`config.mk`:
```
export PLATFORM = sky130hd
export DESIGN_NAME = des_decrypt_core
export DESIGN_NICKNAME = d
export VERILOG_FILES = /design/src/rtl/des_decrypt_core.sv
export SDC_FILE = /design/constraint.sdc
export NUM_CORES = 1
export LEC_CHECK = 0
export ABC_AREA = 0
export BUFFER_PORTS_ARGS = -buffer_cell sky130_fd_sc_hd__clkbuf_2
export CAP_MARGIN = 0
export CORE_MARGIN = 4
export CORE_UTILIZATION = 44
export CTS_BUF_LIST = sky130_fd_sc_hd__clkbuf_8
export CTS_CLUSTER_SIZE = 14
export DETAILED_ROUTE_END_ITERATION = 16
export GPL_TIMING_DRIVEN = 1
export PLACE_DENSITY = 0.62
export RECOVER_POWER = 100
export SYNTH_ARGS = -nofsm -noshare
export SYNTH_HDL_FRONTEND = slang
export SYNTH_SLANG_ARGS = --single-unit
```
`constraint.sdc`:
```
create_clock -name i_clk -period 11.84 [get_ports i_clk]
set_clock_uncertainty 0.05 [all_clocks]
set_input_delay 0.592 -clock i_clk [delete_from_list [all_inputs] [get_ports i_clk]]
set_output_delay 0.592 -clock i_clk [all_outputs]
set_load 0.005 [all_outputs]
```
`src/rtl/des_decrypt_core.sv`:
```
// Iterative DES decryption core: one Feistel round per clock, subkeys K16..K1
// produced on the fly by right-rotating the PC-1 halves. Also holds sbox1..sbox8.

module sbox_lut #(
   parameter logic [255:0] TABLE = '0
) (
   input  logic [5:0] i_data,
   output logic [3:0] o_data
);
   // row = outer bits, column = inner four bits; entry 0 is the top nibble
   logic [5:0] w_idx;
   assign w_idx  = {i_data[5], i_data[0], i_data[4:1]};
   assign o_data = TABLE[{~w_idx, 2'b00} +: 4];
endmodule

module sbox1 (input logic [5:0] i_data, output logic [3:0] o_data);
   sbox_lut #(.TABLE(256'hE4D12FB83A6C59070F74E2D1A6CB953841E8D62BFC973A50FC8249175B3EA06D))
      u_lut (.i_data(i_data), .o_data(o_data));
endmodule

module sbox2 (input logic [5:0] i_data, output logic [3:0] o_data);
   sbox_lut #(.TABLE(256'hF18E6B34972DC05A3D47F28EC01A69B50E7BA4D158C6932FD8A13F42B67C05E9))
      u_lut (.i_data(i_data), .o_data(o_data));
endmodule

module sbox3 (input logic [5:0] i_data, output logic [3:0] o_data);
   sbox_lut #(.TABLE(256'hA09E63F51DC7B428D709346A285ECBF1D6498F30B12C5AE71AD069874FE3B52C))
      u_lut (.i_data(i_data), .o_data(o_data));
endmodule

module sbox4 (input logic [5:0] i_data, output logic [3:0] o_data);
   sbox_lut #(.TABLE(256'h7DE3069A1285BC4FD8B56F03472C1AE9A690CB7DF13E52843F06A1D8945BC72E))
      u_lut (.i_data(i_data), .o_data(o_data));
endmodule

module sbox5 (input logic [5:0] i_data, output logic [3:0] o_data);
   sbox_lut #(.TABLE(256'h2C417AB6853FD0E9EB2C47D150FA3986421BAD78F9C5630EB8C71E2D6F09A453))
      u_lut (.i_data(i_data), .o_data(o_data));
endmodule

module sbox6 (input logic [5:0] i_data, output logic [3:0] o_data);
   sbox_lut #(.TABLE(256'hC1AF92680D34E75BAF427C9561DE0B389EF528C3704A1DB6432C95FABE17608D))
      u_lut (.i_data(i_data), .o_data(o_data));
endmodule

module sbox7 (input logic [5:0] i_data, output logic [3:0] o_data);
   sbox_lut #(.TABLE(256'h4B2EF08D3C975A61D0B7491AE35C2F8614BDC37EAF6805926BD814A7950FE23C))
      u_lut (.i_data(i_data), .o_data(o_data));
endmodule

module sbox8 (input logic [5:0] i_data, output logic [3:0] o_data);
   sbox_lut #(.TABLE(256'hD2846FB1A93E50C71FD8A374C56B0E927B419CE206ADF35821E74A8DFC90356B))
      u_lut (.i_data(i_data), .o_data(o_data));
endmodule

module des_decrypt_core (
   input  logic        i_clk,
   input  logic        i_rst,
   input  logic        i_valid,
   input  logic [63:0] i_ciphertext,
   input  logic [63:0] i_key,
   output logic        o_ready,
   output logic        o_valid,
   output logic [63:0] o_plaintext
);
   localparam int unsigned BLK_W  = 64;
   localparam int unsigned HALF_W = 32;
   localparam int unsigned CD_W   = 28;
   localparam int unsigned KS_W   = 56;
   localparam int unsigned SK_W   = 48;
   localparam int unsigned K_W    = 4;

   // Tables list the 1-based DES source bit for each output bit, DES bit 1 = MSB.
   localparam int unsigned IP_T [64] = '{
      58,50,42,34,26,18,10,2, 60,52,44,36,28,20,12,4, 62,54,46,38,30,22,14,6, 64,56,48,40,32,24,16,8,
      57,49,41,33,25,17,9,1,  59,51,43,35,27,19,11,3, 61,53,45,37,29,21,13,5, 63,55,47,39,31,23,15,7};
   localparam int unsigned FP_T [64] = '{
      40,8,48,16,56,24,64,32, 39,7,47,15,55,23,63,31, 38,6,46,14,54,22,62,30, 37,5,45,13,53,21,61,29,
      36,4,44,12,52,20,60,28, 35,3,43,11,51,19,59,27, 34,2,42,10,50,18,58,26, 33,1,41,9,49,17,57,25};
   localparam int unsigned E_T [48] = '{
      32,1,2,3,4,5, 4,5,6,7,8,9, 8,9,10,11,12,13, 12,13,14,15,16,17,
      16,17,18,19,20,21, 20,21,22,23,24,25, 24,25,26,27,28,29, 28,29,30,31,32,1};
   localparam int unsigned P_T [32] = '{
      16,7,20,21,29,12,28,17, 1,15,23,26,5,18,31,10, 2,8,24,14,32,27,3,9, 19,13,30,6,22,11,4,25};
   localparam int unsigned PC1_T [56] = '{
      57,49,41,33,25,17,9, 1,58,50,42,34,26,18, 10,2,59,51,43,35,27, 19,11,3,60,52,44,36,
      63,55,47,39,31,23,15, 7,62,54,46,38,30,22, 14,6,61,53,45,37,29, 21,13,5,28,20,12,4};
   localparam int unsigned PC2_T [48] = '{
      14,17,11,24,1,5, 3,28,15,6,21,10, 23,19,12,4,26,8, 16,7,27,20,13,2,
      41,52,31,37,47,55, 30,40,51,45,33,48, 44,49,39,56,34,53, 46,42,50,36,29,32};

   function automatic logic [BLK_W-1:0] f_ip(input logic [BLK_W-1:0] x);
      logic [BLK_W-1:0] y;
      y = '0;
      for (int i = 0; i < 64; i++) y[6'(63 - i)] = x[6'(64 - IP_T[i])];
      return y;
   endfunction

   function automatic logic [BLK_W-1:0] f_fp(input logic [BLK_W-1:0] x);
      logic [BLK_W-1:0] y;
      y = '0;
      for (int i = 0; i < 64; i++) y[6'(63 - i)] = x[6'(64 - FP_T[i])];
      return y;
   endfunction

   function automatic logic [SK_W-1:0] f_e(input logic [HALF_W-1:0] x);
      logic [SK_W-1:0] y;
      y = '0;
      for (int i = 0; i < 48; i++) y[6'(47 - i)] = x[5'(32 - E_T[i])];
      return y;
   endfunction

   function automatic logic [HALF_W-1:0] f_p(input logic [HALF_W-1:0] x);
      logic [HALF_W-1:0] y;
      y = '0;
      for (int i = 0; i < 32; i++) y[5'(31 - i)] = x[5'(32 - P_T[i])];
      return y;
   endfunction

   function automatic logic [KS_W-1:0] f_pc1(input logic [BLK_W-1:0] x);
      logic [KS_W-1:0] y;
      y = '0;
      for (int i = 0; i < 56; i++) y[6'(55 - i)] = x[6'(64 - PC1_T[i])];
      return y;
   endfunction

   function automatic logic [SK_W-1:0] f_pc2(input logic [KS_W-1:0] x);
      logic [SK_W-1:0] y;
      y = '0;
      for (int i = 0; i < 48; i++) y[6'(47 - i)] = x[6'(56 - PC2_T[i])];
      return y;
   endfunction

   function automatic logic [CD_W-1:0] f_rotr(input logic [CD_W-1:0] x, input logic [1:0] n);
      case (n)
         2'd0:    return x;
         2'd1:    return {x[0], x[CD_W-1:1]};
         default: return {x[1:0], x[CD_W-1:2]};
      endcase
   endfunction

   typedef enum logic {S_IDLE, S_ROUND} state_t;

   state_t             r_state, w_state_next;
   logic [HALF_W-1:0]  r_l, r_r, w_l_next, w_r_next;
   logic [CD_W-1:0]    r_c, r_d, w_c_next, w_d_next;
   logic [K_W-1:0]     r_k, w_k_next;
   logic [BLK_W-1:0]   r_pt, w_pt_next;
   logic               r_valid, w_valid_next;
   logic               r_ready, w_ready_next;

   logic [BLK_W-1:0]   w_ip;
   logic [KS_W-1:0]    w_pc1;
   logic [1:0]         w_rot;
   logic [CD_W-1:0]    w_c_rot, w_d_rot;
   logic [SK_W-1:0]    w_subkey, w_sb_in;
   logic [HALF_W-1:0]  w_sb_out, w_f, w_l_new, w_r_new;
   logic [BLK_W-1:0]   w_fp;

   assign w_ip  = f_ip(i_ciphertext);
   assign w_pc1 = f_pc1(i_key);

   // Right-rotation schedule walks the encrypt key schedule backwards: K16 first.
   assign w_rot    = (r_k == 4'd0) ? 2'd0 :
                     ((r_k == 4'd1) || (r_k == 4'd8) || (r_k == 4'd15)) ? 2'd1 : 2'd2;
   assign w_c_rot  = f_rotr(r_c, w_rot);
   assign w_d_rot  = f_rotr(r_d, w_rot);
   assign w_subkey = f_pc2({w_c_rot, w_d_rot});
   assign w_sb_in  = f_e(r_r) ^ w_subkey;

   sbox1 u_sbox1 (.i_data(w_sb_in[47:42]), .o_data(w_sb_out[31:28]));
   sbox2 u_sbox2 (.i_data(w_sb_in[41:36]), .o_data(w_sb_out[27:24]));
   sbox3 u_sbox3 (.i_data(w_sb_in[35:30]), .o_data(w_sb_out[23:20]));
   sbox4 u_sbox4 (.i_data(w_sb_in[29:24]), .o_data(w_sb_out[19:16]));
   sbox5 u_sbox5 (.i_data(w_sb_in[23:18]), .o_data(w_sb_out[15:12]));
   sbox6 u_sbox6 (.i_data(w_sb_in[17:12]), .o_data(w_sb_out[11:8]));
   sbox7 u_sbox7 (.i_data(w_sb_in[11:6]),  .o_data(w_sb_out[7:4]));
   sbox8 u_sbox8 (.i_data(w_sb_in[5:0]),   .o_data(w_sb_out[3:0]));

   assign w_f     = f_p(w_sb_out);
   assign w_l_new = r_r;
   assign w_r_new = r_l ^ w_f;
   assign w_fp    = f_fp({w_r_new, w_l_new});

   // Next-state and datapath update
   always_comb begin
      w_state_next = r_state;
      w_l_next     = r_l;
      w_r_next     = r_r;
      w_c_next     = r_c;
      w_d_next     = r_d;
      w_k_next     = r_k;
      w_pt_next    = r_pt;
      w_valid_next = 1'b0;
      case (r_state)
         S_IDLE: begin
            if (i_valid) begin
               w_l_next     = w_ip[63:32];
               w_r_next     = w_ip[31:0];
               w_c_next     = w_pc1[55:28];
               w_d_next     = w_pc1[27:0];
               w_k_next     = '0;
               w_state_next = S_ROUND;
            end
         end
         S_ROUND: begin
            w_l_next = w_l_new;
            w_r_next = w_r_new;
            w_c_next = w_c_rot;
            w_d_next = w_d_rot;
            w_k_next = r_k + 4'd1;
            if (r_k == 4'd15) begin
               w_pt_next    = w_fp;
               w_valid_next = 1'b1;
               w_state_next = S_IDLE;
            end
         end
         default: w_state_next = S_IDLE;
      endcase
      w_ready_next = (w_state_next == S_IDLE);
   end

   always_ff @(posedge i_clk or posedge i_rst) begin
      if (i_rst) begin
         r_state <= S_IDLE;
         r_l     <= '0;
         r_r     <= '0;
         r_c     <= '0;
         r_d     <= '0;
         r_k     <= '0;
         r_pt    <= '0;
         r_valid <= 1'b0;
         r_ready <= 1'b1;
      end else begin
         r_state <= w_state_next;
         r_l     <= w_l_next;
         r_r     <= w_r_next;
         r_c     <= w_c_next;
         r_d     <= w_d_next;
         r_k     <= w_k_next;
         r_pt    <= w_pt_next;
         r_valid <= w_valid_next;
         r_ready <= w_ready_next;
      end
   end

   assign o_ready     = r_ready;
   assign o_valid     = r_valid;
   assign o_plaintext = r_pt;

endmodule

```
After elaboration in Yosys (flattened, before gate mapping)
Cells that the tools add are included.

storage, ports and cells
  flip-flop bits (word level) = 159
  input bits = 131
  output and inout bits = 66
  word-level logic and storage cells = 63

cells by class
  $add $sub $neg = 1
  eq/ne operators = 6
  shifts and indexed selects = 8
  muxes and demuxes = 19
  bitwise logic cells = 12
  reductions and logical operators = 6

operators with widths
  kind                        number
  $shiftx A256 B9 Y3 const A  4
  $shiftx A256 B9 Y4 const A  3
  $shiftx A256 B9 Y2 const A  1
  $pmux W28 S2                4
  $pmux W32 S2                2
  $mux W32                    2
  $mux W28                    2
  $xor A32 B16 Y32            1
  $xor A32 B32 Y32            1
  $not A6 Y6                  5
  $not A1 Y6 const A          2
  $eq A4 B4 Y1 const B        2
  $pmux W4 S2                 1
  $not A5 Y6                  1
  $add A4 B1 Y4 const B       1
  $eq A4 B1 Y1 const B        1
  $logic_not A4 Y1            1
  $mux W1                     4
  $mux W2                     2
  $mux W4                     1
  $ne A2 B2 Y1 const B        2
  $reduce_and A2 Y1           2
  $eq A2 B1 Y1 const B        1
  $logic_not A2 Y1            1
  other kinds (3)             5

Depth between registers and ports, before layout
Gate-level depths: netlist (run 1).

  word-level depth = 12
  mapped depth = 18
  depth with buffers taken out = 14

Hierarchy
A second synthesis (run 1) with hierarchy kept.

second synthesis, totals
  cell total of the unflattened synthesis = 1,629
  area, all modules = 13,646.8 um^2

by module, submodules not included
  module                    instances  cells each  area each (um^2)  seq. area each (um^2)
  des_decrypt_core          1          912         8,338.0           3,779.9
  sbox_lut (u_sbox6.u_lut)  1          97          715.7             0.0
  sbox_lut (u_sbox8.u_lut)  1          95          706.9             0.0
  sbox_lut (u_sbox1.u_lut)  1          92          688.2             0.0
  sbox_lut (u_sbox3.u_lut)  1          97          678.2             0.0
  sbox_lut (u_sbox5.u_lut)  1          95          674.4             0.0
  sbox_lut (u_sbox2.u_lut)  1          83          656.9             0.0
  sbox_lut (u_sbox7.u_lut)  1          88          650.6             0.0
  sbox_lut (u_sbox4.u_lut)  1          70          538.0             0.0

Worst setup path after synthesis (run 1)
Ideal clock, no wire load.

  path type = register -> register
  start = register r_k[0]
  end = register r_r[6]
  setup time = 0.137 ns
  arrival time = 3.635 ns
  required time = 11.653 ns
  path slack = 8.018 ns
  stages on the path, launching flop included = 16
  buffers on the path = 4
  period minus slack after synthesis = 3.822 ns
  cells stage by stage = dfrtp_1 > ha_1 > buf_4 > and2b_1 > buf_4 > buf_6 > buf_4 > o32ai_1 > a221oi_2 > xor2_1 > inv_1 > ha_1 > mux4_2 > mux4_2 > xnor2_1 > a21oi_1

between the ends
  longest elaborated chain between the ends = 12
  elaborated cells on any way between the ends = 16
  those cells by class = eq/ne: 4; shift: 1; mux: 4; bitwise: 3; reduce/logical: 4

RTL lines
  what                                              line  text
  start: declaration                                147   logic [K_W-1:0] r_k, w_k_next;
  start signal: assignment                          240   r_k <= w_k_next;
  $eq A4 B1 Y1 or $eq A4 B4 Y1 (tied branches)      165   ((r_k == 4'd1) || (r_k == 4'd8) || (r_k == 4'd15)) ? 2'd1 : 2'd2;
  $logic_or A1 B1 Y1 (2 in series)                  165
  $mux W2                                           165
  $mux W2 (*)                                       164   assign w_rot = (r_k == 4'd0) ? 2'd0 :
  $eq A2 B1 Y1 or $logic_not A2 Y1 (tied branches)  135   case (n)
  $pmux W28 S2 (*)                                  135
  $xor A32 B32 Y32 (*)                              169   assign w_sb_in = f_e(r_r) ^ w_subkey;
  $not A6 Y6 (*)                                    13    assign o_data = TABLE[{~w_idx, 2'b00} +: 4];
  $shiftx A256 B9 Y4 (*)                            13
  $xor A32 B16 Y32 (*)                              182   assign w_r_new = r_l ^ w_f;
  $pmux W32 S2 (*)                                  195   case (r_state)
  end signal: assignment                            237   r_r <= w_r_next;
  end: declaration                                  145   logic [HALF_W-1:0] r_l, r_r, w_l_next, w_r_next;

Mark *: on every way between the ends. The rest lies on a longest branch, timed or not.
A chain may end at the register's enable or synchronous reset.

Worst setup path after layout (run 1)
  start = register r_k[1]
  end = register r_r[11]

between the ends
  longest elaborated chain between the ends = 12
  elaborated cells on any way between the ends = 16
  those cells by class = eq/ne: 4; shift: 1; mux: 4; bitwise: 3; reduce/logical: 4

RTL lines
  what                                              line
  $eq A4 B1 Y1 or $eq A4 B4 Y1 (tied branches)      165
  $logic_or A1 B1 Y1 (2 in series)                  165
  $mux W2                                           165
  $mux W2 (*)                                       164
  $eq A2 B1 Y1 or $logic_not A2 Y1 (tied branches)  135
  $pmux W28 S2 (*)                                  135
  $xor A32 B32 Y32 (*)                              169
  $not A6 Y6 (*)                                    13
  $shiftx A256 B9 Y3 (*)                            13
  $xor A32 B16 Y32 (*)                              182
  $pmux W32 S2 (*)                                  195

Marked as above.

==> results of run 1 <==
-- worst reg2reg max path: stages (launching register included) --
cell and delay (ns):
dfrtp_1 0.42, inv_1 0.12, ha_1 0.15, clkbuf_1 1.14, or3b_1 0.65, clkbuf_1 0.58
nor2_1 0.24, nor2_1 0.06, a221oi_1 1.05, inv_1 0.27, ha_1 0.52, xnor3_1 0.35
nand3_1 0.09, o221ai_1 0.11, a32oi_1 0.31, xnor2_1 0.16, a21oi_1 0.08
-- worst max path at each step --
stage / from / endpoint / slack [ns] / depth (start not counted)
after global routing: i_rst / r_k[2] / 4.43 / 3
after floorplan: i_rst / o_plaintext[0] / 7.13 / 1
after global placement: r_k[0] / r_r[10] / 7.03 / 15
final: r_k[1] / r_r[11] / 5.26 / 16
after detailed placement: r_k[0] / r_r[10] / 6.96 / 15
after CTS: r_k[0] / r_r[10] / 6.95 / 15
-- state kept, by name, indices dropped and copies added (netlist names), 4 cells and up --
signal / cells
o_plaintext: 32
r_c: 28
r_d: 28
r_k: 4
r_l: 28
r_r: 28
-- per-layer routing --
| metal | part of all wire, % | wire (um) |
|---|---|---|
| met1 | 45 | 13700 |
| met2 | 48 | 14600 |
| met3 | 5.0 | 1520 |
| met4 | 2.6 | 809 |
| met5 | 0 | 0 |
-- cells in the mapped netlist, drive strengths merged, types with 8 or more instances --
cell type / n
a21boi: 8
clkbuf: 43
xor2: 15
o22ai: 9
nand3: 20
dfrtp: 150
and3: 16
mux2: 9
nor3: 35
buf: 82
xnor2: 30
nand2: 213
a31oi: 9
a211oi: 31
o211ai: 16
o32ai: 16
o21ai: 106
nor2b: 12
or3: 12
a221oi: 13
a21oi: 43
mux2i: 83
nor2: 51
ha: 31
inv: 41
-- cell type report --
type                       count  area (um2)
fill                        2362       12700
sequential                   151        3780
timing repair buffer         110         509
clock buffer                  19         262
tap                          324         405
multi-input combinational    942        6320
clock inverter                13         138
antenna                        1        2.50
inverter                      41         155
-- stage by stage --
step / area (um2) / utilization, % / hold slack [ns]
3_5_place_dp: 11300 / 46.5 / 0.390
2_1_floorplan: 11000 / - / 0.374
6_report: 11600 / 47.6 / 0.338
4_1_cts: 11700 / 48.1 / 0.273
3_3_place_gp: 11300 / 46.5 / 0.385
5_1_grt: 11600 / 47.6 / 0.330
-- logic make-up (layout without fill, tap and decap cells) --
| family | Yosys count | in the layout | share of synthesized area, % |
|---|---|---|---|
| and+or+nand+nor | 404 | 404 | 17.6 |
| DFF | 151 | 151 | 34.8 |
| other | 1 | 33 | 0.0346 |
| buffers and inverters | 166 | 183 | 7.75 |
| adders and majority gates | 31 | 31 | 3.57 |
| muxes | 99 | 99 | 10.1 |
| xor gates and xnor gates | 46 | 46 | 4.32 |
| AOI/OAI and AO/OA | 330 | 330 | 21.8 |
-- cells in the final DEF, fill, tap and decap left out, drive strengths merged, types with 15 or more instances in the layout --
cell / n
conb: 32
clkbuf: 124
o211ai: 16
mux2i: 83
nand3: 20
xnor2: 30
ha: 31
nor2: 51
a211oi: 31
nand2: 213
a21oi: 43
dfrtp: 150
o32ai: 16
o21ai: 106
inv: 46
xor2: 15
and3: 16
nor3: 35
==> impl_metrics.env, run 1 <==
export IMPL_finalHoldViolCount=0
export IMPL_via_per_inst=5.87
export IMPL_drtIter0Drc=874
export IMPL_yosysUniqueCellTypes=97
export IMPL_worst_slack_ns=5.26
export IMPL_rsz0062_at_grt="no"
export IMPL_yosysTopAreaCell="dfrtp_1"
export IMPL_synth_edf_count=0
export IMPL_grt_total_usage_pct=22.5
export IMPL_cts_resized=0
export IMPL_post_cts_buffers=0
export IMPL_clock_sinks=151
export IMPL_yosysWarnings=0
export IMPL_start_kind="flip-flop"
export IMPL_maxCapViolCount=8
export IMPL_netlist_instances=1228
export IMPL_numPortBuffers=96
export IMPL_place_ws_ns=6.96
export IMPL_fin_crit_ns=6.58
export IMPL_yosysSeqAreaShare_pct=34.8
export IMPL_syn_cell_area_um2=10900
export IMPL_whs_path_depth=3
export IMPL_post_drt_wl_per_cell_um=19.1
export IMPL_required_ns=12.02
export IMPL_crit_path_max_incr_delay_ns=1.14
export IMPL_h_tree_depth=4
export IMPL_finalCritPeriodShare_pct=55.6
export IMPL_setup_viol=0
export IMPL_grt_pass1_vias=8874
export IMPL_clock_latency_ns=0.47
export IMPL_die_y_um=165
export IMPL_grt_overflow_total=0
export IMPL_grt_max_degree=94
export IMPL_drv_slew=442
export IMPL_num_vias=9396
export IMPL_path_cells="inv_1, ha_1, clkbuf_1, or3b_1, clkbuf_1, nor2_1, nor2_1, a221oi_1, inv_1, ha_1, xnor3_1, nand3_1, o221ai_1, a32oi_1, xnor2_1, a21oi_1"
export IMPL_cts_tree="built"
export IMPL_rows=57
export IMPL_setup_tns_ns=0
export IMPL_max_freq_mhz=152
export IMPL_crit_type="reg2reg"
export IMPL_drt_pass1_iter_count=5
export IMPL_dp_cells=1568
export IMPL_path_clk_slew_ns=0.10
export IMPL_ys_async_sr_fraction_pct=100
export IMPL_antenna_found_initial=1
export IMPL_synth_area_per_cell_um2=8.84
export IMPL_arrival_ns=6.76
export IMPL_hp_class="in2reg"
export IMPL_rr_startpoint="r_k[1]"
export IMPL_cts_root_buf="clkbuf_8"
export IMPL_dp_hpwl_mm=20.5
export IMPL_fp_dieW_um=165
export IMPL_final_nets=1425
export IMPL_synth_flop_cell="dfrtp_1"
export IMPL_cts_hold_buffers_added=0
export IMPL_ys_top_cells_by_area="dfrtp_1 (35%), mux2i_1 (7.6%), nand2_1 (7.3%)"
export IMPL_area_growth_pct=6.66
export IMPL_ys_ff_latch=151
export IMPL_worst_path_max_fanout=34
export IMPL_cpLargestDelayFamily="buffers and inverters"
export IMPL_ioPinCount=197
export IMPL_worst_pin_slew_ns=4.18
export IMPL_post_route_cells_drive_above_1_share_pct=13.5
export IMPL_cts_made_buffers=17
export IMPL_place_gp_congestion=0.896
export IMPL_hold_end="r_r[12]"
export IMPL_start_util_pct=44.6
export IMPL_grtUsageMet1_pct=31.4
export IMPL_drt_wl_total_mm=30.7
export IMPL_crit_slowest_cell="clkbuf_1"
export IMPL_grt_met3_usage_pct=3.30
export IMPL_ant_nets=0
export IMPL_violations="max-capacitance violations, max-slew violations"
export IMPL_slew_headroom_pct=-180
export IMPL_synth_top_area_share_pct=34.6
export IMPL_grt_pass1_wl_mm=48.7
export IMPL_stdcell_count=1601
export IMPL_busiest_layer="met2"
export IMPL_critical_path_buf_inv_count=4
export IMPL_status="finished, violations left"
export IMPL_clockBufferDepth=2
export IMPL_core_area_um2=24300
export IMPL_die_area_um2=27200
export IMPL_route_detailed_drc=0
export IMPL_worstSetupEndpointType="flip-flop"
export IMPL_reg2reg_slack_ns=5.26
export IMPL_gr_usage_met2_pct=35.8
export IMPL_min_from="i_ciphertext[27]"
export IMPL_ff2ff_path_depth=16
export IMPL_reg2reg_to="r_r[11]"
Power of run 1 is not shown: default switching activity piles up to over one toggle a cycle in this logic, so the estimate is an artifact.
==> run 2, diff against run 1 <==
==> constraint.sdc (replaced) <==
create_clock -name i_clk -period 6.6 [get_ports i_clk]
set_clock_uncertainty 0.05 [all_clocks]
set_input_delay 0.33 -clock i_clk [delete_from_list [all_inputs] [get_ports i_clk]]
set_output_delay 0.33 -clock i_clk [all_outputs]
set_load 0.005 [all_outputs]
==> run 2 against run 1 <==
- the flow still finishes with violations (max-capacitance violations, max-slew violations)
- setup slack got worse by 4.0 ns
- die area unchanged
- via count increased by 0.17%
- sequential cell count unchanged
- register-to-register slack got worse by 4.0 ns
- global-route usage decreased by 0.20 points
- final area increased by 0.78%
- critical path depth decreased by 4
- critical path type unchanged
==> impl_metrics.env, run 2 (synthesis results as in run 1) <==
export IMPL_cts_tree="built"
export IMPL_drt_pass1_iter_count=5
export IMPL_cts_root_buf="clkbuf_8"
export IMPL_fin_crit_ns=5.30
export IMPL_rows=57
export IMPL_path_clk_slew_ns=0.09
export IMPL_stdcell_count=1604
export IMPL_post_cts_buffers=0
export IMPL_cts_hold_buffers_added=0
export IMPL_drt_wl_total_mm=30.6
export IMPL_grt_pass1_wl_mm=48.6
export IMPL_required_ns=6.92
export IMPL_dp_hpwl_mm=20.7
export IMPL_ant_nets=0
export IMPL_maxCapViolCount=4
export IMPL_worstSetupEndpointType="flip-flop"
export IMPL_placed_area_um2=11300
export IMPL_slew_headroom_pct=-200
export IMPL_die_area_um2=27200
export IMPL_grt_max_degree=96
export IMPL_max_freq_mhz=189
export IMPL_timing_hold_ws_ns=0.0823
export IMPL_start_util_pct=44.6
export IMPL_final_nets=1429
export IMPL_diodes=0
export IMPL_clock_latency_ns=0.46
export IMPL_drtIter0Drc=782
export IMPL_area_growth_pct=7.49
export IMPL_dr_max_layer_used="met4"
export IMPL_final_common_cell="nand2_1"
export IMPL_place_gp_congestion=0.855
export IMPL_grt_total_usage_pct=22.3
export IMPL_fp_dieW_um=165
export IMPL_wl_met3_mm=1.72
export IMPL_route_detailed_drc=0
export IMPL_ff2ff_path_depth=12
export IMPL_start_kind="flip-flop"
export IMPL_worst_pin_slew_ns=4.48
export IMPL_wl_met2_mm=14.5
export IMPL_largest_reg_flops=32
export IMPL_whs_path_depth=3
export IMPL_dp_cells=1572
export IMPL_num_vias=9412
export IMPL_worst_path_max_fanout=30
export IMPL_setup_tns_ns=0
export IMPL_post_drt_wl_per_cell_um=19.1
export IMPL_rsz0062_at_grt="no"
export IMPL_num_fill_cells=2383
export IMPL_wl_met1_mm=13.8
export IMPL_cts_resized=0
export IMPL_status="finished, violations left"
export IMPL_antenna_found_initial=0
export IMPL_crit_type="reg2reg"
export IMPL_finalCritPeriodShare_pct=80.3
export IMPL_cts_made_buffers=17
export IMPL_h_tree_depth=4
export IMPL_finalHoldViolCount=0
export IMPL_clock_sinks=151
export IMPL_violations="max-capacitance violations, max-slew violations"
export IMPL_via_per_inst=5.87
export IMPL_grt_overflow_total=0
export IMPL_grt_pass1_vias=8892
export IMPL_ioPinCount=197
export IMPL_hp_class="in2reg"
export IMPL_core_area_um2=24300
export IMPL_drv_slew=251
export IMPL_final_cell_mix="nand2_1 (211), dfrtp_1 (149), o21ai_0 (102)"
export IMPL_arrival_ns=5.62
export IMPL_postLayoutCellArea_um2=11700
export IMPL_numPortBuffers=96
export IMPL_die_y_um=165
export IMPL_clockBufferDepth=2
export IMPL_setup_viol=0
export IMPL_post_route_cells_drive_above_1_share_pct=14.1
==> run 2: cell types whose count changed in the layout (fill, tap and decap cells not counted), moves of 2 or more <==
cell        change
inv_8           +2
clkinvlp_4      -3
bufinv_16       +2
clkbuf_1        -6
buf_4          +10
==> run 2: metrics by stage <==
stage / worst slack (ns) / utilization [%]
finish: 1.30 / 48.0
global placement: 1.95 / 46.6
CTS: 1.88 / 48.4
detailed placement: 1.89 / 46.6
global route: 0.847 / 48.0
floorplan: 2.16 / -
==> run 2: routing by layer <==
layer  global-route usage (%)  vias up
li1                         -     4418
met1                     31.7     4651
met2                     35.7      308
met3                     3.47       35
met4                     5.71        0
met5                        0        -
==> run 2: layout make-up <==
class	instances	area [um2]	area share [%]
Multi-Input combinational cell	942	6310	54.1
Sequential cell	151	3780	32.4
Timing Repair Buffer	114	562	4.82
Tap cell	324	405	3.47
Clock buffer	18	248	2.12
Clock inverter	14	201	1.73
Inverter	41	155	1.33
==> run 2: final timing paths <==
check | from | end | slack, ns
worst max register to register | r_k[0] | r_r[7] | 1.30
worst min-delay path | i_key[4] | r_c[3] | 0.08
min in group asynchronous | i_rst | o_plaintext[28] | 1.16
worst max-delay path | r_k[0] | r_r[7] | 1.30
worst min register to register | r_l[9] | r_r[9] | 0.41
max in group asynchronous | i_rst | r_r[30] | 2.58
==> run 2: worst max-delay path, cell delays in order, from the launching register on <==
cell	delay, ns
dfrtp_1	0.46
inv_1	0.09
ha_1	0.36
buf_4	0.37
mux2i_1	0.17
o21ai_0	0.37
clkbuf_1	1.47
mux2i_1	0.30
a21oi_1	0.40
xor2_1	0.19
or4_1	0.63
o2111a_1	0.16
nor3_1	0.18
Power of run 2 is left out for the same reason.
